===== src/rtl/uart_pkg.sv =====
// Shared types and helpers for the UART receive/transmit blocks.
package uart_pkg;

  typedef enum logic [2:0] {
    IDLE   = 3'd0,
    START  = 3'd1,
    DATA   = 3'd2,
    PARITY = 3'd3,
    STOP   = 3'd4
  } uart_rx_state_t;

  localparam int PARITY_NONE = 0;
  localparam int PARITY_EVEN = 1;
  localparam int PARITY_ODD  = 2;

  // Clock cycles per line bit (integer divide, remainder dropped).
  function automatic int clks_per_bit(input int clock, input int baud_rate);
    return clock / baud_rate;
  endfunction

  // Expected parity bit for a payload zero-extended to 9 bits; the zero
  // padding does not change the XOR reduction.
  function automatic logic parity_expected(input logic [8:0] payload, input int mode);
    logic bit_v;
    if (mode == PARITY_ODD) begin
      bit_v = ~^payload;
    end else begin
      bit_v = ^payload;
    end
    return bit_v;
  endfunction

endpackage


===== src/rtl/uart_rx_sync.sv =====
// Two-flop synchroniser for the asynchronous UART line; resets to idle-high.
module uart_rx_sync (
  input  logic clk,
  input  logic rst,
  input  logic rx_async,
  output logic rx_sync
);

  logic [1:0] sync_q;
  logic [1:0] sync_d;

  // Shift the line one stage deeper each cycle.
  always_comb begin
    sync_d = {sync_q[0], rx_async};
  end

  // Synchroniser flops, idle-high after reset.
  always_ff @(posedge clk) begin
    if (rst) begin
      sync_q <= 2'b11;
    end else begin
      sync_q <= sync_d;
    end
  end

  assign rx_sync = sync_q[1];

endmodule


===== src/rtl/axis_uart_rx_sv.sv =====
// UART receiver: mid-bit sampling, optional parity, stop-bit check,
// AXI-Stream master output with a single holding register.
module axis_uart_rx_sv
  import uart_pkg::*;
#(
  parameter int AXI_DATA_WIDTH = 32,
  parameter int CLOCK          = 100_000_000,
  parameter int BAUD_RATE      = 115_200,
  parameter int DATA_BITS      = 8,
  parameter int STOP_BITS      = 1,
  parameter int PARITY_BITS    = 0
) (
  input  logic                      aclk,
  input  logic                      areset,
  input  logic                      uart_rx,
  output logic [AXI_DATA_WIDTH-1:0] m_axis_tdata,
  output logic                      m_axis_tvalid,
  input  logic                      m_axis_tready,
  output logic                      rx_done,
  output logic [1:0]                rx_error,
  output logic                      rx_overrun
);

  localparam int CPB     = clks_per_bit(CLOCK, BAUD_RATE);
  localparam int CNT_W   = $clog2(CPB);
  localparam int IDX_W   = $clog2(DATA_BITS + 1);
  localparam bit HAS_PAR = (PARITY_BITS != PARITY_NONE);

  localparam logic [CNT_W-1:0] CNT_LAST  = CNT_W'(CPB - 1);
  localparam logic [CNT_W-1:0] CNT_MID   = CNT_W'(CPB / 2 - 1);
  localparam logic [IDX_W-1:0] DATA_LAST = IDX_W'(DATA_BITS - 1);
  localparam logic [IDX_W-1:0] STOP_LAST = IDX_W'(STOP_BITS - 1);

  if (DATA_BITS > AXI_DATA_WIDTH) begin : g_bad_width
    $error("DATA_BITS must not exceed AXI_DATA_WIDTH");
  end
  if (DATA_BITS < 5 || DATA_BITS > 9) begin : g_bad_data_bits
    $error("DATA_BITS must be 5..9");
  end
  if (STOP_BITS != 1 && STOP_BITS != 2) begin : g_bad_stop_bits
    $error("STOP_BITS must be 1 or 2");
  end
  if (PARITY_BITS < 0 || PARITY_BITS > 2) begin : g_bad_parity
    $error("PARITY_BITS must be 0, 1 or 2");
  end
  if (CPB < 4) begin : g_bad_cpb
    $error("CLOCK/BAUD_RATE must be at least 4");
  end

  logic rx_s;

  uart_rx_sync u_sync (
    .clk      (aclk),
    .rst      (areset),
    .rx_async (uart_rx),
    .rx_sync  (rx_s)
  );

  uart_rx_state_t         state_q, state_d;
  logic [CNT_W-1:0]       cnt_q, cnt_d;
  logic [IDX_W-1:0]       idx_q, idx_d;
  logic [DATA_BITS-1:0]   shift_q, shift_d;
  logic                   perr_q, perr_d;
  logic                   ferr_q, ferr_d;
  logic                   frame_end_s;

  logic [AXI_DATA_WIDTH-1:0] tdata_q, tdata_d;
  logic                      tvalid_q, tvalid_d;
  logic                      done_q, done_d;
  logic [1:0]                err_q, err_d;
  logic                      ovr_q, ovr_d;

  // Next-state logic: baud counter, bit index, shift register and error flags.
  always_comb begin
    state_d     = state_q;
    cnt_d       = cnt_q;
    idx_d       = idx_q;
    shift_d     = shift_q;
    perr_d      = perr_q;
    ferr_d      = ferr_q;
    frame_end_s = 1'b0;
    case (state_q)
      IDLE: begin
        cnt_d = {CNT_W{1'b0}};
        if (rx_s == 1'b0) begin
          state_d = START;
          idx_d   = {IDX_W{1'b0}};
          perr_d  = 1'b0;
          ferr_d  = 1'b0;
        end else begin
          state_d = IDLE;
        end
      end
      START: begin
        if (cnt_q == CNT_MID) begin
          cnt_d = {CNT_W{1'b0}};
          idx_d = {IDX_W{1'b0}};
          if (rx_s == 1'b0) begin
            state_d = DATA;
          end else begin
            state_d = IDLE;
          end
        end else begin
          cnt_d = cnt_q + CNT_W'(1);
        end
      end
      DATA: begin
        if (cnt_q == CNT_LAST) begin
          cnt_d   = {CNT_W{1'b0}};
          // LSB arrives first, so shifting right leaves it at bit 0.
          shift_d = {rx_s, shift_q[DATA_BITS-1:1]};
          if (idx_q == DATA_LAST) begin
            idx_d   = {IDX_W{1'b0}};
            state_d = HAS_PAR ? PARITY : STOP;
          end else begin
            idx_d = idx_q + IDX_W'(1);
          end
        end else begin
          cnt_d = cnt_q + CNT_W'(1);
        end
      end
      PARITY: begin
        if (cnt_q == CNT_LAST) begin
          cnt_d   = {CNT_W{1'b0}};
          idx_d   = {IDX_W{1'b0}};
          state_d = STOP;
          if (rx_s != parity_expected(9'(shift_q), PARITY_BITS)) begin
            perr_d = 1'b1;
          end else begin
            perr_d = perr_q;
          end
        end else begin
          cnt_d = cnt_q + CNT_W'(1);
        end
      end
      STOP: begin
        if (cnt_q == CNT_LAST) begin
          cnt_d = {CNT_W{1'b0}};
          if (rx_s == 1'b0) begin
            ferr_d = 1'b1;
          end else begin
            ferr_d = ferr_q;
          end
          if (idx_q == STOP_LAST) begin
            // Back to IDLE straight away so a back-to-back start bit is caught.
            state_d     = IDLE;
            idx_d       = {IDX_W{1'b0}};
            frame_end_s = 1'b1;
          end else begin
            idx_d = idx_q + IDX_W'(1);
          end
        end else begin
          cnt_d = cnt_q + CNT_W'(1);
        end
      end
      default: begin
        state_d = IDLE;
        cnt_d   = {CNT_W{1'b0}};
        idx_d   = {IDX_W{1'b0}};
      end
    endcase
  end

  // Completion strobes and AXIS holding register update.
  always_comb begin
    tdata_d  = tdata_q;
    tvalid_d = tvalid_q;
    done_d   = frame_end_s;
    err_d    = 2'b00;
    ovr_d    = 1'b0;
    if (tvalid_q && m_axis_tready) begin
      tvalid_d = 1'b0;
    end else begin
      tvalid_d = tvalid_q;
    end
    if (frame_end_s) begin
      err_d = {perr_q, ferr_d};
      if (ferr_d) begin
        // Framing error: drop the payload, holding register untouched.
        tdata_d = tdata_q;
      end else if (!tvalid_q || m_axis_tready) begin
        tdata_d  = AXI_DATA_WIDTH'(shift_q);
        tvalid_d = 1'b1;
      end else begin
        ovr_d = 1'b1;
      end
    end else begin
      err_d = 2'b00;
    end
  end

  // State, datapath and output registers with synchronous reset.
  always_ff @(posedge aclk) begin
    if (areset) begin
      state_q  <= IDLE;
      cnt_q    <= {CNT_W{1'b0}};
      idx_q    <= {IDX_W{1'b0}};
      shift_q  <= {DATA_BITS{1'b0}};
      perr_q   <= 1'b0;
      ferr_q   <= 1'b0;
      tdata_q  <= {AXI_DATA_WIDTH{1'b0}};
      tvalid_q <= 1'b0;
      done_q   <= 1'b0;
      err_q    <= 2'b00;
      ovr_q    <= 1'b0;
    end else begin
      state_q  <= state_d;
      cnt_q    <= cnt_d;
      idx_q    <= idx_d;
      shift_q  <= shift_d;
      perr_q   <= perr_d;
      ferr_q   <= ferr_d;
      tdata_q  <= tdata_d;
      tvalid_q <= tvalid_d;
      done_q   <= done_d;
      err_q    <= err_d;
      ovr_q    <= ovr_d;
    end
  end

  assign m_axis_tdata  = tdata_q;
  assign m_axis_tvalid = tvalid_q;
  assign rx_done       = done_q;
  assign rx_error      = err_q;
  assign rx_overrun    = ovr_q;

endmodule


===== config.mk =====
export PLATFORM = sky130hd
export DESIGN_NAME = axis_uart_rx_sv
export DESIGN_NICKNAME = d
export VERILOG_FILES = /design/src/rtl/uart_pkg.sv /design/src/rtl/uart_rx_sync.sv /design/src/rtl/axis_uart_rx_sv.sv
export SDC_FILE = /design/constraint.sdc
export NUM_CORES = 1
export LEC_CHECK = 0
export BUFFER_PORTS_ARGS = -buffer_cell sky130_fd_sc_hd__buf_2
export CAP_MARGIN = 10
export CORE_MARGIN = 5
export CORE_UTILIZATION = 55
export CTS_CLUSTER_DIAMETER = 200
export DETAILED_ROUTE_END_ITERATION = 8
export PLACE_DENSITY = 0.86
export SLEW_MARGIN = 10
export SYNTH_ARGS = -nofsm -noshare
export SYNTH_HDL_FRONTEND = slang
export SYNTH_HIERARCHICAL = 1
export SYNTH_SLANG_ARGS = --single-unit

===== constraint.sdc =====
create_clock -name aclk -period 2.5 [get_ports aclk]
set_input_delay 0.5 -clock aclk [delete_from_list [all_inputs] [get_ports aclk]]
set_output_delay 0.5 -clock aclk [all_outputs]
set_load 0.02 [all_outputs]

==> metrics.txt, run 1 <==
Die Y=between 70 and 80 um; Worst-path clk slew=approximately 80 ps; vias in the first global route=1,420; core area=between 3000 and 4000 um^2; Final GP Congestion=between 0.8 and 0.9; cell leakage power=0.926 nW; Max VDD drop=about 0.4 mV; P&R area growth vs syn=6.09%; htree depth=2; final net count=255; max incr delay on CP=around 620 ps; WP depth=6; Post-Synthesis Cells=roughly 230; number of flops mapped to enable cells by yosys=0; Max-Cap Viols=0; Synth Register Bits=between 40 and 50; clock sink count=42; slew at the pin with the worst max-slew slack=between 500 and 600 ps; Num CTS Buffers=5; initial antenna violation count=0; slowest CP cell=or3_1; Setup crit end kind=flip-flop; WL final=approximately 3700 um; Period minus WS final=approximately 2200 ps; class of the tightest hold or removal check=input pin to flip-flop; layout cell share with drive strength beyond 1=0.133; Hold Path Depth=2; critical path class=flip-flop to flip-flop; CTS tree=built; max_slew headroom=0.607; wire length per cell=around 12 um; detailed placement HPWL=around 2600 um; total number of vias=1,548; multiplexer area fraction after synthesis=0.0894; worst path cell trace=ha_1 -> and4bb_2 -> nand3_1 -> or3_1 -> mux2i_1 -> nor2_1; status=complete, no violations; Initial Util=0.580; CP startpoint=cnt_q[0]$_SDFF_PP0_; post-synthesis sequential area ratio=0.390; final setup margin=approximately 320 ps; critical path required time=between 2000 and 3000 ps; post-place setup slack=305 ps; cts repair resizes=0; Arr. time, crit path=~2400 ps; Avg Cell Area, Syn=9.29 um^2; Final TNS setup=0 ps; Cell Rows=22; largest net degree at the start of global routing=36; Worst Path Buf+Inv=0; clk_skew=~10 ps; Max Clk Rate=roughly 460 MHz; XOR/XNOR share of the synthesized area=0.0691; Final Hold Fails=0; antenna fix cells=0; GRT Util Overall=0.147; root buffer cell=clkbuf_8; RSZ-0062 raised after global routing=false; r2r endpoint=shift_q[3]$_SDFFE_PP0P_; Port Buffers=16; postcts setup bufs=0; Synth Area in Adders=0.0232; Via density=roughly 5.2; part of the cycle the worst path needs=0.874; Critical Path End=shift_q[3]$_SDFFE_PP0P_; Primary FF master, synth=dfxtp_1; DRT antenna net count=0; startpoint types=flip-flop; pwr dens=560 nW/um^2; first-pass GRT wire length=around 6100 um; First-pass DRT Iterations=4; FF-to-FF Start=cnt_q[0]$_SDFF_PP0_; synth warn=6; final setup violation count=0; die area=~5300 um^2; cell family with most CP delay=simple AND/OR/NAND/NOR gates; I/O pin cnt=a little over 40; DR iter-0 viols=between 60 and 70; largest fanout on the critical path=8; path depth of the worst reg2reg path=6; compound-gate portion of the synthesized area=0.0708; r2r setup slk=around 320 ps; fin. max-slew vios=0; largest family of logic cells by synthesized area=simple AND/OR/NAND/NOR gates; Worst-Skew Late Latency=300 ps; Clock Path Buffers=2; Async S/R FF share, synth=0; Overflow after GRT=0; hold path start=uart_rx; cts-stage hold buffer count=0; Simple-Gate Fraction of Synth Area=0.248; Mapped Area=about 2200 um^2; synth unique cells=51; DR DRC count=0; die span in x=72.6 um
## worst register-to-register path: stages, from the launching register on
cell	delay [ps]
dfxtp_1	400
ha_1	220
and4bb_2	280
nand3_1	220
or3_1	620
mux2i_1	250
nor2_1	70
## Yosys cell counts, types with 2 or more instances
cell      instances  share of area
or4_1             3          0.010
o21ai_0           4         0.0093
or3_1             2         0.0058
buf_4            24          0.084
mux2_2            2          0.010
nor4_1            2         0.0058
xor2_1            6          0.024
buf_2             2         0.0046
nor2_1           34          0.059
nand2b_1          4          0.012
nand4_1           3         0.0087
nand3_1           6          0.014
clkbuf_1          6          0.010
nor2b_1           5          0.015
a21oi_1           5          0.012
nand2_1           7          0.012
or2_1             2         0.0058
inv_1             5         0.0087
and2_1            3         0.0087
nor3b_1           4          0.014
o21bai_1          2         0.0070
mux2i_1          17          0.079
xnor2_1          11          0.045
dfxtp_1          42           0.39
and3_1            2         0.0058
ha_1              4          0.023
## worst min-delay path by stage
stage / end
3_5_place_dp: u_sync/sync_q[1]$_SDFF_PP1_
4_1_cts: u_sync/sync_q[0]$_SDFF_PP1_
5_1_grt: u_sync/sync_q[0]$_SDFF_PP1_
2_1_floorplan: u_sync/sync_q[1]$_SDFF_PP1_
3_3_place_gp: u_sync/sync_q[1]$_SDFF_PP1_
6_report: u_sync/sync_q[0]$_SDFF_PP1_
## area by class of cell
type                            count  area [um^2]
Fill cell                         318         1430
Multi-Input combinational cell    176         1170
Sequential cell                    42          841
Timing Repair Buffer               17         87.6
Clock buffer                        6         72.6
Tap cell                           48         60.1
Clock inverter                      2         37.5
Inverter                            5         18.8
## power breakdown
part	leakage (nW)	internal (W)	switching, W	total (W)
logic	0.536	0.0000170	0.0000617	0.0000787
clock network	0.0514	0.000298	0.000229	0.000527
registers	0.339	0.000671	0.00000285	0.000674
## registers in the layout, indices dropped and copies added, names as in the netlist
signal / flops
m_axis_tdata: 8
rx_error: 2
rx_done: 1
state_q: 3
cnt_q: 10
idx_q: 4
ferr_q: 1
shift_q: 8
perr_q: 1
u_sync/sync_q: 2
rx_overrun: 1
m_axis_tvalid: 1
## metal layers
layer,global-route usage,share of wire,vias up
met5,0,0,-
met4,0.0738,0.015,0
met3,0.0468,0.065,6
met2,0.224,0.46,46
met1,0.187,0.46,719
li1,-,-,777
## cells in the final DEF (no fill, tap or decap), types with 2 or more instances in the layout
master and instances:
a21oi_1 5, and2_1 3, and3_1 2, buf_2 16
clkbuf_8 5, conb_1 24, dfxtp_1 42, ha_1 4
inv_1 5, mux2_2 2, mux2i_1 17, nand2_1 7
nand2b_1 4, nand3_1 6, nand4_1 3, nor2_1 34
nor2b_1 5, nor3b_1 4, nor4_1 2, o21ai_0 4
o21bai_1 2, or2_1 2, or3_1 2, or4_1 3
xnor2_1 11, xor2_1 6
## logic make-up (layout without fill, tap and decap cells)
group	count (synthesis)	count (layout)
buffers and inverters	37	30
and+or+nand+nor	90	90
other	1	24
muxes	19	19
AOI/OAI and AO/OA	22	22
adders and majority gates	4	4
DFF	42	42
xor gates and xnor gates	17	17
## metrics by stage
stage | hold slack, ps | cells | total power [W] | util | instance area [um^2]
global route | 365 | 296 | 0.00133 | 0.615 | 2290
CTS | 368 | 296 | 0.00129 | 0.615 | 2290
global placement | 386 | 288 | 0.000766 | 0.586 | 2180
floorplan | 383 | 255 | 0.000783 | - | 2240
detailed placement | 390 | 288 | 0.000767 | 0.586 | 2180
finish | 374 | 296 | 0.00128 | 0.615 | 2290
(Power assumes the default switching activity.)
==> inputs of run 2 (changes only) <==
--- a/config.mk
+++ b/config.mk
@@ -5,6 +5,7 @@
 export SDC_FILE = /design/constraint.sdc
 export NUM_CORES = 1
 export LEC_CHECK = 0
+export ABC_AREA = 1
 export BUFFER_PORTS_ARGS = -buffer_cell sky130_fd_sc_hd__buf_2
 export CAP_MARGIN = 10
 export CORE_MARGIN = 5
==> run 2 against run 1 <==
  * Sequential share of layout area shrank 1.5 points
  * Maximum frequency rose by 25%
  * Die area rose by 4.1%
  * Sequential cell count is the same
  * Global-route usage increased by 0.58 points
  * Sequential power grew 11%
  * Area after synthesis rose by 4.8%
  * Clock skew decreased by 2.0 ps
  * Hold slack worse by 2.2 ps
  * Critical path type unchanged
  * Critical endpoint unchanged
  * Largest cell class unchanged
==> metrics.txt, run 2 <==
status=complete, no violations (unchanged); Synth Register Bits=42 (unchanged); synth warn=6 (unchanged); wire length per cell=9.97 um (was 12.5 um); area fraction of the dominant cell type after synthesis=0.372 (was 0.390); internal power=0.00111 W (was 0.000986 W); I/O pin cnt=41 (unchanged); Gate power share=0.225 (was 0.062); Mapped Area=2260 um^2 (was 2160 um^2); startpoint types=flip-flop (unchanged); fillcell total=387 (was 318); cts-stage hold buffer count=0 (unchanged); layout cell share with drive strength beyond 1=0.132 (was 0.133); Via density=4.71 (was 5.23); clk_skew=8.29 ps (was 10.3 ps); total number of vias=1,808 (was 1,548); postcts setup bufs=0 (unchanged); most frequent cells in the layout=63 x nand2_1, 53 x inv_1, 42 x dfxtp_1 (was 42 x dfxtp_1, 34 x nor2_1, 24 x conb_1); detailed placement HPWL=2920 um (was 2600 um); class of the tightest hold or removal check=input pin to flip-flop (unchanged); Max Clk Rate=574 MHz (was 458 MHz); sw power=0.000522 W (was 0.000294 W); Worst-Skew Late Latency=300 ps (about the same); Max-Cap Viols=0 (unchanged); Final Hold Fails=0 (unchanged); Sw Ratio=0.320 (was 0.230); final setup violation count=0 (unchanged); DR top layer=met4 (unchanged); initial antenna violation count=0 (unchanged); DR DRC count=0 (unchanged); Async S/R FF share, synth=0 (unchanged); DRT antenna net count=0 (unchanged); post-route design area=2380 um^2 (was 2290 um^2); synth unique cells=27 (was 51); core area=4000 um^2 (was 3720 um^2); DR iter-0 viols=104 (was 64); RSZ-0062 raised after global routing=false (unchanged); final net count=341 (was 255); clock sink count=42 (unchanged); critical path required time=2670 ps (about the same); first-pass GRT wire length=6520 um (was 6130 um); met2 wire length=1800 um (was 1700 um); number of flops mapped to enable cells by yosys=0 (unchanged); pwr dens=685 nW/um^2 (was 560 nW/um^2); htree depth=2 (unchanged); Reg with most FFs=cnt_q (unchanged); Primary FF master, synth=dfxtp_1 (unchanged); Setup crit end kind=flip-flop (unchanged); root buffer cell=clkbuf_8 (unchanged); most common cell in the netlist=nand2_1 (was dfxtp_1); max reg flops=10 (unchanged); worst path cell trace=ha_1 -> inv_1 -> nor3_2 -> nand3_1 -> o21ai_0 -> a21oi_1 (was ha_1 -> and4bb_2 -> nand3_1 -> or3_1 -> mux2i_1 -> nor2_1); cts repair resizes=0 (unchanged); Port Buffers=16 (unchanged); post-synthesis sequential area ratio=0.372 (was 0.390); die area=5490 um^2 (was 5270 um^2); most common cell after layout, fill and taps aside=nand2_1 (was dfxtp_1); GRT Util Overall=0.153 (was 0.147); P&R area growth vs syn=5.48% (was 6.09%); Avg Cell Area, Syn=7.15 um^2 (was 9.29 um^2); Total Power=0.00163 W (was 0.00128 W); largest fanout on the critical path=16 (was 8); Clock Path Buffers=2 (unchanged); share of power burned in registers=0.457 (was 0.527); Final TNS setup=0 ps (unchanged); fin. max-slew vios=0 (unchanged); cell area after placement=2270 um^2 (was 2180 um^2); Final GP Congestion=0.862 (was 0.855); Cell Count, Final, Fillers Out=384 (was 296); clock share of power=0.318 (was 0.412); die span in x=74.1 um (was 72.6 um); Num CTS Buffers=5 (unchanged); Post-Synthesis Cells=316 (was 232); cell leakage power=1.14 nW (was 0.926 nW); final setup margin=759 ps (was 315 ps); DRT met1 WL=1660 um (was 1700 um); Period minus WS final=1740 ps (was 2180 ps); max incr delay on CP=400 ps (was 620 ps); WL final=3830 um (was 3690 um); antenna fix cells=0 (unchanged); Area contributors post-synth=dfxtp_1 37%, nand2_1 10%, inv_1 8.8%, buf_4 8.6%, nor2_1 6.1% (was dfxtp_1 39%, buf_4 8.4%, mux2i_1 7.9%, nor2_1 5.9%, xnor2_1 4.5%); largest area contributor in the netlist=dfxtp_1 (unchanged); Commonest cells post-synth=63 x nand2_1, 53 x inv_1, 42 x dfxtp_1 (was 42 x dfxtp_1, 34 x nor2_1, 24 x buf_4); largest net degree at the start of global routing=27 (was 36); vias in the first global route=1,591 (was 1,420); part of the cycle the worst path needs=0.697 (was 0.874); CTS tree=built (unchanged); First-pass DRT Iterations=4 (unchanged); Die Y=74.1 um (was 72.6 um); Worst-path clk slew=70 ps (was 80 ps); critical path class=flip-flop to flip-flop (unchanged); slowest CP cell=nand3_1 (was or3_1); Max VDD drop=0.525 mV (was 0.400 mV); routed wl met3=291 um (was 239 um); post-place setup slack=768 ps (was 305 ps); Initial Util=0.565 (was 0.580); Overflow after GRT=0 (unchanged); Cells after DPL=376 (was 288); Arr. time, crit path=1910 ps (was 2350 ps); Cell Rows=23 (was 22)
[run 2: worst paths after layout]
check / slack, ps / depth (start not counted) / end / from
max reg2reg: 760 / 6 / shift_q[3]$_SDFFE_PP0P_ / cnt_q[0]$_SDFF_PP0_
min reg2reg: 410 / 2 / u_sync/sync_q[1]$_SDFF_PP1_ / u_sync/sync_q[0]$_SDFF_PP1_
max: 760 / 6 / shift_q[3]$_SDFFE_PP0P_ / cnt_q[0]$_SDFF_PP0_
min: 370 / 3 / u_sync/sync_q[0]$_SDFF_PP1_ / uart_rx
[run 2: layer usage]
| layer | track usage | up-vias |
|---|---|---|
| met5 | 0 | - |
| met4 | 0.0664 | 0 |
| met3 | 0.0432 | 6 |
| met2 | 0.261 | 56 |
| met1 | 0.179 | 782 |
| li1 | - | 964 |
[run 2: metrics by stage]
stage | utilization | hold WS, ps
4_1_cts | 0.596 | 366
5_1_grt | 0.596 | 373
3_5_place_dp | 0.569 | 396
6_report | 0.596 | 372
3_3_place_gp | 0.569 | 391
2_1_floorplan | - | 387
[run 2: cells by family (layout without fill, tap and decap cells)]
logic type	after synthesis	after routing	share of synthesized area
AND/OR/NAND/NOR	142	142	0.305
XOR/XNOR	7	7	0.0271
buffers and inverters	87	82	0.191
AO/OA/AOI/OAI	33	33	0.0808
adder cells (fa/ha/maj)	4	4	0.0221
flip-flops	42	42	0.372
other	1	24	0.00166
[run 2: final cells by class]
class	instances	area, um^2	area share
clock inverters	3	40.0	0.0168
inverters	58	218	0.0913
flip-flops and latches	42	841	0.353
clock buffers	5	68.8	0.0289
well taps	50	62.6	0.0262
multi-input cells	210	1070	0.450
repair buffers	16	80.1	0.0336
[run 2: power by group through the flow]
| stage | Sequential [W] | Clock [W] | Combinational [W] |
|---|---|---|---|
| after floorplan | 0.000754 | 0 | 0.000339 |
| after global placement | 0.000759 | 0 | 0.000360 |
| after detailed placement | 0.000761 | 0 | 0.000366 |
| after CTS | 0.000746 | 0.000538 | 0.000368 |
| after global routing | 0.000753 | 0.000564 | 0.000430 |
| final | 0.000746 | 0.000520 | 0.000367 |
[run 2: worst max-delay path, delay by kind of cell, from the launching register on]
family / cells / cell delay, ps
AO/OA/AOI/OAI: 2 / 340
adder cells (fa/ha/maj): 1 / 190
buffers and inverters: 1 / 80
flip-flops: 1 / 380
AND/OR/NAND/NOR: 2 / 630
==> inputs of run 3 (changes only) <==
--- a/config.mk
+++ b/config.mk
@@ -9,10 +9,10 @@
 export BUFFER_PORTS_ARGS = -buffer_cell sky130_fd_sc_hd__buf_2
 export CAP_MARGIN = 10
 export CORE_MARGIN = 5
-export CORE_UTILIZATION = 55
+export CORE_UTILIZATION = 50
 export CTS_CLUSTER_DIAMETER = 200
 export DETAILED_ROUTE_END_ITERATION = 8
-export PLACE_DENSITY = 0.86
+export PLACE_DENSITY = 0.83
 export SLEW_MARGIN = 10
 export SYNTH_ARGS = -nofsm -noshare
 export SYNTH_HDL_FRONTEND = slang
==> constraint.sdc (replaced) <==
create_clock -name aclk -period 1.55 [get_ports aclk]
set_input_delay 0.31 -clock aclk [delete_from_list [all_inputs] [get_ports aclk]]
set_output_delay 0.31 -clock aclk [all_outputs]
set_load 0.02 [all_outputs]
==> run 3 against run 2 <==
  * The run now ends with negative setup slack left
  * Worst setup slack lost 770 ps
  * Register-to-register slack got worse by 770 ps
  * Critical path depth is 5 higher
  * Clock skew is 1.3 ps lower
  * Maximum frequency rose by 12%
  * Combinational power is 130% higher
  * First-iteration DRC count up 32%
  * Clock power rose by 61%
  * Final cell count grew 6.3%
  * Hold slack worse by 190 ps
  * Routed wire length up 25%
  * Total power increased by 77%
  * Largest cell class unchanged
==> metrics.txt, run 3 (synthesis results as in run 2) <==
cell leakage power=1.27 nW (was 1.14 nW); first-pass GRT wire length=7270 um (was 6520 um); Final Hold Fails=0 (unchanged); htree depth=2 (unchanged); total number of vias=2,004 (was 1,808); most used cell, CP=nand2_1; Initial Util=0.515 (was 0.565); area of the multi-input gates=1220 um^2 (was 1070 um^2); antenna fix cells=0 (unchanged); root buffer cell=clkbuf_8 (unchanged); max incr delay on CP=400 ps (about the same); most common cell after layout, fill and taps aside=nand2_1 (unchanged); Final GP Congestion=0.867 (was 0.862); final net count=363 (was 341); Die Y=77.2 um (was 74.1 um); Arr. time, crit path=1750 ps (was 1910 ps); cell area after placement=2380 um^2 (was 2270 um^2); M1 GR Usage=0.178 (was 0.179); Clock Path Buffers=2 (unchanged); Overflow after GRT=0 (unchanged); CTS tree=built (unchanged); met3 GRT Util=0.0375 (was 0.0432); die area=5960 um^2 (was 5490 um^2); I/O pin cnt=41 (unchanged); First-pass DRT Iterations=7 (was 4); final setup margin=-9.63 ps (was 759 ps); Cell Rows=24 (was 23); r2r setup slk=-10 ps (was 760 ps); wire length per cell=11.8 um (was 9.97 um); hold path start=uart_rx (unchanged); fillcell total=362 (was 387); DR iter-0 viols=137 (was 104); fin. max-slew vios=0 (unchanged); clk_skew=6.98 ps (was 8.29 ps); most frequent cells in the layout=58 x nand2_1, 49 x inv_1, 36 x dfxtp_1 (was 63 x nand2_1, 53 x inv_1, 42 x dfxtp_1); WL final=4800 um (was 3830 um); Worst-Skew Late Latency=290 ps (was 300 ps); r2r endpoint=idx_q[2]$_SDFFE_PP0P_ (was shift_q[3]$_SDFFE_PP0P_); Num CTS Buffers=5 (unchanged); Setup crit end kind=flip-flop (unchanged); RSZ-0062 raised after global routing=true (was false); detailed placement HPWL=3070 um (was 2920 um); path depth of the worst reg2reg path=11 (was 6); Reg with most FFs=cnt_q (unchanged); Max-Cap Viols=0 (unchanged); largest net degree at the start of global routing=20 (was 27); hold endpoint=u_sync/sync_q[0]$_SDFF_PP1_ (unchanged); DRT antenna net count=0 (unchanged); Final TNS setup=-25.0 ps (was 0 ps); Worst Path Buf+Inv=4 (was 1); Hold Path Depth=3 (unchanged); final setup violation count=7 (was 0); clock sink count=42 (unchanged); largest fanout on the critical path=6 (was 16); critical path required time=1740 ps (was 2670 ps); startpoint types=flip-flop (unchanged); Max Clk Rate=641 MHz (was 574 MHz); Max VDD drop=0.531 mV (was 0.525 mV); FF-to-FF Start=state_q[1]$_SDFFE_PP0P_ (was cnt_q[0]$_SDFF_PP0_); Worst-path clk slew=70 ps (about the same); Period minus WS final=1560 ps (was 1740 ps); failing checks=negative setup slack; grt peak-use layer=met2 (unchanged); status=complete, but fails checks (was complete, no violations); pwr dens=1070 nW/um^2 (was 685 nW/um^2); Register Area=848 um^2 (was 841 um^2); GRT Util Overall=0.147 (was 0.153); vias in the first global route=1,742 (was 1,591); die span in x=77.2 um (was 74.1 um); initial antenna violation count=0 (unchanged); grt met2 use=0.247 (was 0.261); cts-stage hold buffer count=0 (unchanged); max reg flops=10 (unchanged); Port Buffers=16 (unchanged); slowest CP cell=dfxtp_1 (was nand3_1); P&R area growth vs syn=19.5% (was 5.48%); critical path class=flip-flop to flip-flop (unchanged); post-route design area=2700 um^2 (was 2380 um^2); Via density=4.91 (was 4.71); DR DRC count=0 (unchanged); worst path cell trace=inv_1 -> nor3_2 -> inv_1 -> nand2_1 -> nand2_1 -> nand2_1 -> inv_2 -> nand2_4 -> inv_4 -> a21oi_2 -> nor2_1 (was ha_1 -> inv_1 -> nor3_2 -> nand3_1 -> o21ai_0 -> a21oi_1); cell family with most CP delay=simple AND/OR/NAND/NOR gates (unchanged); core area=4380 um^2 (was 4000 um^2); layout cell share with drive strength beyond 1=0.275 (was 0.132); part of the cycle the worst path needs=1.01 (was 0.697); class of the tightest hold or removal check=input pin to flip-flop (unchanged)
[run 3: cell types whose count changed in the layout (fill, tap and decap cells not counted), sizes merged]
cell      previous run  this run
buf                 16        37
clkinvlp             0         1
clkinv               2         0
nand2               68        69
clkbuf               5         6
[run 3: what timing repair did]
item,CTS,global route
gates resized for setup,11,35
endpoints found under the hold margin,0,0
buffers inserted,4,4
pin swaps,19,11
setup endpoints to repair,24,37
gates cloned,0,1
[run 3: how the worst max path moves through the flow]
stage,start,slack [ps],cells past startpoint,endpoint
2_1_floorplan,cnt_q[0]$_SDFF_PP0_,20,8,rx_overrun$_SDFF_PP0_
3_3_place_gp,state_q[1]$_SDFFE_PP0P_,30,11,idx_q[2]$_SDFFE_PP0P_
3_5_place_dp,cnt_q[0]$_SDFF_PP0_,-80,9,m_axis_tdata[6]$_SDFFE_PP0P_
4_1_cts,cnt_q[0]$_SDFF_PP0_,-50,9,m_axis_tdata[1]$_SDFFE_PP0P_
5_1_grt,cnt_q[4]$_SDFF_PP0_,-140,10,idx_q[2]$_SDFFE_PP0P_
6_report,state_q[1]$_SDFFE_PP0P_,-10,11,idx_q[2]$_SDFFE_PP0P_
[run 3: layer usage]
layer | vias up | part of all wire
li1 | 1010 | -
met1 | 904 | 0.43
met2 | 78 | 0.47
met3 | 12 | 0.079
met4 | 0 | 0.021
met5 | - | 0
[run 3: worst min-delay path: stages]
cell and delay (ps):
buf_2 70, inv_1 30, nand2_1 40
[run 3: power by group]
group,total (W),switching (W),internal [W]
combinational,0.000845,0.000561,0.000285
clock,0.000837,0.000357,0.000480
sequential,0.00121,0.0000610,0.00115
total,0.00289,0.000979,0.00192
[run 3: area by class of cell]
class                           instances  area share
Inverter                               58      0.0816
Clock buffer                            6      0.0269
Timing Repair Buffer                   37      0.0880
Multi-Input combinational cell        211       0.451
Clock inverter                          2      0.0139
Tap cell                               52      0.0241
Sequential cell                        42       0.314
[run 3: stage by stage]
step,hold slack [ps],worst slack [ps],total power [W],util,std cells
after global routing,198,-137,0.00306,0.616,408
after CTS,180,-50.2,0.00275,0.584,404
final,186,-9.63,0.00289,0.616,408
after detailed placement,403,-76.2,0.00189,0.543,392
after floorplan,379,18.8,0.00176,-,339
after global placement,393,26.2,0.00187,0.543,392
